--- src/rtl/hazard_ctrl_unit.sv ---
// Hazard controller for the 5-stage RISC-V core: forwarding, load-use, branch flush, MUL/DIV stall FSM.
// Optional performance counters are enabled with `define HAZARD_PERF_CNT_EN.
module hazard_ctrl_unit #(
    parameter int REG_ADDR_W = 5,
    parameter int MULDIV_LAT = 4,
    parameter int PERF_W     = 32
) (
    input  logic                  clk,
    input  logic                  rst,
    input  logic [REG_ADDR_W-1:0] Rs1D,
    input  logic [REG_ADDR_W-1:0] Rs2D,
    input  logic [REG_ADDR_W-1:0] Rs1E,
    input  logic [REG_ADDR_W-1:0] Rs2E,
    input  logic [REG_ADDR_W-1:0] RdE,
    input  logic [REG_ADDR_W-1:0] RdM,
    input  logic [REG_ADDR_W-1:0] RdW,
    input  logic                  RegWriteM,
    input  logic                  RegWriteW,
    input  logic                  MemReadE,
    input  logic                  PCSrcE,
    input  logic                  MulDivE,
    output logic                  StallF,
    output logic                  StallD,
    output logic                  StallE,
    output logic                  FlushD,
    output logic                  FlushE,
    output logic                  FlushM,
    output logic [1:0]            ForwardAE,
    output logic [1:0]            ForwardBE,
    output logic                  MulDivBusy,
    output logic [PERF_W-1:0]     StallCount,
    output logic [PERF_W-1:0]     FlushCount
);

    localparam logic [1:0] FWD_RF  = 2'b00;
    localparam logic [1:0] FWD_WB  = 2'b01;
    localparam logic [1:0] FWD_MEM = 2'b10;

    // First BUSY cycle loads LAT-2 so that EX is held for LAT-1 stall cycles in total.
    localparam logic [3:0] CNT_INIT = (MULDIV_LAT > 1) ? 4'(MULDIV_LAT - 2) : 4'd0;
    localparam bit         MULDIV_MULTI = (MULDIV_LAT > 1);

    typedef enum logic {
        IDLE = 1'b0,
        BUSY = 1'b1
    } md_state_t;

    md_state_t  state_q, state_d;
    logic [3:0] cnt_q, cnt_d;
    logic       muldiv_stall;
    logic       load_use;
    logic       rs1d_hit, rs2d_hit;

    // ------------------------------------------------------------------
    // MUL/DIV sequencing
    // ------------------------------------------------------------------
    always_comb begin
        state_d      = state_q;
        cnt_d        = cnt_q;
        muldiv_stall = 1'b0;
        case (state_q)
            IDLE: begin
                if (MulDivE && MULDIV_MULTI) begin
                    muldiv_stall = 1'b1;
                    state_d      = BUSY;
                    cnt_d        = CNT_INIT;
                end
            end
            BUSY: begin
                if (cnt_q != 4'd0) begin
                    muldiv_stall = 1'b1;
                    cnt_d        = cnt_q - 4'd1;
                end else begin
                    // Op leaves EX at this edge; a following op is picked up from IDLE.
                    state_d = IDLE;
                end
            end
            default: begin
                state_d = IDLE;
                cnt_d   = 4'd0;
            end
        endcase
        if (rst) begin
            state_d      = IDLE;
            cnt_d        = 4'd0;
            muldiv_stall = 1'b0;
        end
    end

    always_ff @(posedge clk) begin
        state_q <= state_d;
        cnt_q   <= cnt_d;
    end

    // ------------------------------------------------------------------
    // Hazard detection and control outputs
    // ------------------------------------------------------------------
    assign rs1d_hit = (RdE == Rs1D);
    assign rs2d_hit = (RdE == Rs2D);
    assign load_use = MemReadE && (RdE != '0) && (rs1d_hit || rs2d_hit);

    always_comb begin
        StallF     = 1'b0;
        StallD     = 1'b0;
        StallE     = 1'b0;
        FlushD     = 1'b0;
        FlushE     = 1'b0;
        FlushM     = 1'b0;
        ForwardAE  = FWD_RF;
        ForwardBE  = FWD_RF;
        MulDivBusy = 1'b0;

        if (rst) begin
            // Keep the PC unstalled so its own reset can take effect.
            FlushD = 1'b1;
            FlushE = 1'b1;
            FlushM = 1'b1;
        end else begin
            if (RegWriteM && (RdM != '0) && (RdM == Rs1E))
                ForwardAE = FWD_MEM;
            else if (RegWriteW && (RdW != '0) && (RdW == Rs1E))
                ForwardAE = FWD_WB;

            if (RegWriteM && (RdM != '0) && (RdM == Rs2E))
                ForwardBE = FWD_MEM;
            else if (RegWriteW && (RdW != '0) && (RdW == Rs2E))
                ForwardBE = FWD_WB;

            MulDivBusy = (state_q == BUSY);

            if (muldiv_stall) begin
                StallF = 1'b1;
                StallD = 1'b1;
                StallE = 1'b1;
                FlushM = 1'b1;
            end else begin
                StallF = load_use;
                StallD = load_use;
                FlushD = PCSrcE;
                FlushE = load_use || PCSrcE;
            end
        end
    end

    // ------------------------------------------------------------------
    // Performance counters
    // ------------------------------------------------------------------
`ifdef HAZARD_PERF_CNT_EN
    logic [PERF_W-1:0] stall_cnt_q, stall_cnt_d;
    logic [PERF_W-1:0] flush_cnt_q, flush_cnt_d;

    always_comb begin
        stall_cnt_d = stall_cnt_q;
        flush_cnt_d = flush_cnt_q;
        if (rst) begin
            stall_cnt_d = '0;
            flush_cnt_d = '0;
        end else begin
            if (StallF)
                stall_cnt_d = stall_cnt_q + PERF_W'(1);
            if (FlushD || FlushE)
                flush_cnt_d = flush_cnt_q + PERF_W'(1);
        end
    end

    always_ff @(posedge clk) begin
        stall_cnt_q <= stall_cnt_d;
        flush_cnt_q <= flush_cnt_d;
    end

    assign StallCount = stall_cnt_q;
    assign FlushCount = flush_cnt_q;
`else
    assign StallCount = '0;
    assign FlushCount = '0;
`endif

endmodule

--- config.mk ---
export PLATFORM = sky130hd
export DESIGN_NAME = hazard_ctrl_unit
export DESIGN_NICKNAME = d
export VERILOG_FILES = /design/src/rtl/hazard_ctrl_unit.sv
export SDC_FILE = /design/constraint.sdc
export NUM_CORES = 1
export LEC_CHECK = 0
export CELL_PAD_IN_SITES_DETAIL_PLACEMENT = 0
export CELL_PAD_IN_SITES_GLOBAL_PLACEMENT = 2
export CORE_ASPECT_RATIO = 0.9
export CORE_MARGIN = 5
export CORE_UTILIZATION = 14
export DETAILED_ROUTE_END_ITERATION = 6
export GPL_TIMING_DRIVEN = 0
export PLACE_DENSITY_LB_ADDON = 0.08
export SLEW_MARGIN = 40
export SYNTH_ARGS = -nofsm -noshare
export SYNTH_HDL_FRONTEND = slang
export SYNTH_SLANG_ARGS = --single-unit
--- constraint.sdc ---
create_clock -name clk -period 1.9 [get_ports clk]
set_clock_uncertainty 0.15 [all_clocks]
set_input_delay 0.19 -clock clk [delete_from_list [all_inputs] [get_ports clk]]
set_output_delay 0.19 -clock clk [all_outputs]
set_load 0.05 [all_outputs]
==> run summary <==
RSZ-0062 raised after global routing = true
Antenna Violating Nets Remaining = 0
Clock sink total = 5
DR WL/cell = 10.2 um
Maximum VDD drop = 170 uV
Clock slew at reported path FFs = 40 ps
Post-route setup slack = -235 ps
Synth warn = 0
CP startpoint kind = flip-flop
Final core utilization = 0.296
Post-synth design cell area = 1190 um2
Hold buffers post-CTS = 0
Dpl cells = 367
Global route total overflow = 0
Critical path's slowest cell = or3b_4
FFs w/ async S/R, synth = 0
Final Hold Viols = 0
Fill cells = 893
Io pins = 117
WL final = 3.94 mm
Drt first pass iters = 4
Critical path, cell by cell = inv_2, ha_1, or3b_4, a21oi_4, nor2_4, o31ai_4, buf_6
Clock Latency Late Sink = 220 ps
Cell variety after synth = 30
Placer congestion estimate = 0.690
TritonCTS clock tree = done
Synth Register Bits = 5
Root Driver = clkbuf_8
Cell count after synthesis = 154
Std-Cell Rows = 31
Initial cell density of the core = 0.146
Worst EP required = 1560 ps
Final Slew Violations = 0
Worst Hold Class = primary input to flip-flop
Top delay family on crit path = simple AND/OR/NAND/NOR gates
PwrDens = 468 nW/um2
Vias per Instance = 3.07
Initial antenna violation count = 0
Antenna cell count = 0
# DRC = 0
Setup Crit Path Kind = flip-flop to output port
Pin count of the biggest net entering global routing = 9
Post-synth EDFFs = 0
Max Root-Sink Buffers = 2
First-pass GRT wire length = 6.07 mm
Max-Cap Viols = 0
Max Fclk = 468 MHz
Die height = 97.3 um
CP bufs+invs = 2
Port Buf Inserts = 51
Crit. End Element = output port
Total number of vias = 1,188
DIE AREA = 10,400 um2
Final nets = 333
CTS Buf Count = 3
Crit path largest cell delay = 400 ps
HPWL after DPL = 3.46 mm
First-iteration detailed-routing DRC count = 29
Period utilization = 1.12
Layout cells sized above 1 = 0.472
Total GRT Usage = 0.0721
Vias in the first global route = 1,162
Seq/Total Area, Yosys = 0.0844
Post-route minimum period = 2130 ps
Commonest cells after routing, fill and taps aside = buf_4, conb_1, xor2_1
Final setup fails = 6
Core Footprint = 8150 um2
Top FF cell, synth = dfxtp_1
Worst-path fanout max = 4
Status = complete, but fails checks
Avg Cell Area, Syn = 7.70 um2
Final cell count without fillers = 387
Crit path DAT = 1790 ps
Htree depth = 1
DIE WIDTH = 107 um
Most common cell after layout, fill and taps aside = buf_4
Lkg Pwr = 1.25 nW
Syn-to-layout area delta = 103%
Failing checks = negative setup slack
[final cells by class]
class | instances | area [um2] | share of cell area
buffer | 66 | 508 | 0.211
clock buffer | 4 | 45.0 | 0.0187
inverter | 5 | 23.8 | 0.00987
multi-input combinational | 141 | 953 | 0.396
sequential | 5 | 101 | 0.0421
tap | 99 | 124 | 0.0514
timing repair buffer | 67 | 654 | 0.272
[report_power, final]
group          internal (mW)  leakage [nW]  switching (mW)
clock network          0.144        0.0228          0.0544
registers              0.114        0.0415         0.00849
logic                  0.310          1.18           0.495
total                  0.569          1.25           0.558
[cells in the mapped netlist (3+ instances only)]
cell type,n,area [um2]
o21ai_0,3,15.0
buf_4,65,488
nand3_1,4,20.0
dfxtp_1,5,100
nor2_1,3,11.3
xor2_1,20,175
inv_1,4,15.0
or4_1,5,37.5
xnor2_1,11,96.3
nand2_1,4,15.0
nor3_1,5,25.0
[flip-flops by register name (all words and copies together), names as in the netlist]
register and flops:
state_q 1, cnt_q 4
[worst reg2reg max path, delay by kind of cell (launching register included)]
family          cells  cell delay (ps)
fa+ha+maj           1              120
flops               1              320
buf+inv             3              320
simple gates        1              400
compound gates      2              460
[final timing paths]
path | slack [ps] | from | to | depth (start not counted)
worst min register to register | 360 | cnt_q[2] | cnt_q[2] | 1
worst min-delay path | 150 | rst | state_q | 3
worst max-delay path | -230 | cnt_q[0] | FlushE | 7
worst max register to register | 40 | cnt_q[0] | cnt_q[0] | 7
[layer usage]
layer | global-route usage | part of all wire
met1 | 0.0900 | 0.41
met2 | 0.124 | 0.50
met3 | 0.0226 | 0.081
met4 | 0.00885 | 0.0048
met5 | 0 | 0
[logic make-up after synthesis]
logic type | count (synthesis) | share of synthesized area
xor gates and xnor gates | 31 | 0.229
buffers and inverters | 71 | 0.430
and+or+nand+nor | 31 | 0.160
other | 1 | 0.00316
DFF | 5 | 0.0844
adders and majority gates | 2 | 0.0211
AOI/OAI and AO/OA | 13 | 0.0717
[metrics by stage]
step / power [mW] / worst slack (ps) / TNS, ps / cell area (um2) / hold slack, ps
after detailed placement: 0.841 / -1130 / -8280 / 2120 / 339
after global placement: 0.843 / -1120 / -8410 / 2120 / 342
after global routing: 1.19 / -276 / -1280 / 2410 / 154
after CTS: 1.10 / -233 / -1160 / 2320 / 197
after floorplan: 0.683 / -338 / -1090 / 1490 / 325
final: 1.13 / -235 / -998 / 2410 / 149
[repair_timing]
item                                    in CTS  in global routing
buffers inserted                            12                  4
gates resized for setup                    129                 48
endpoints found under the setup margin      11                 12
pin swaps                                    8                 10
No activity file was read; power rests on OpenSTA's default activity.
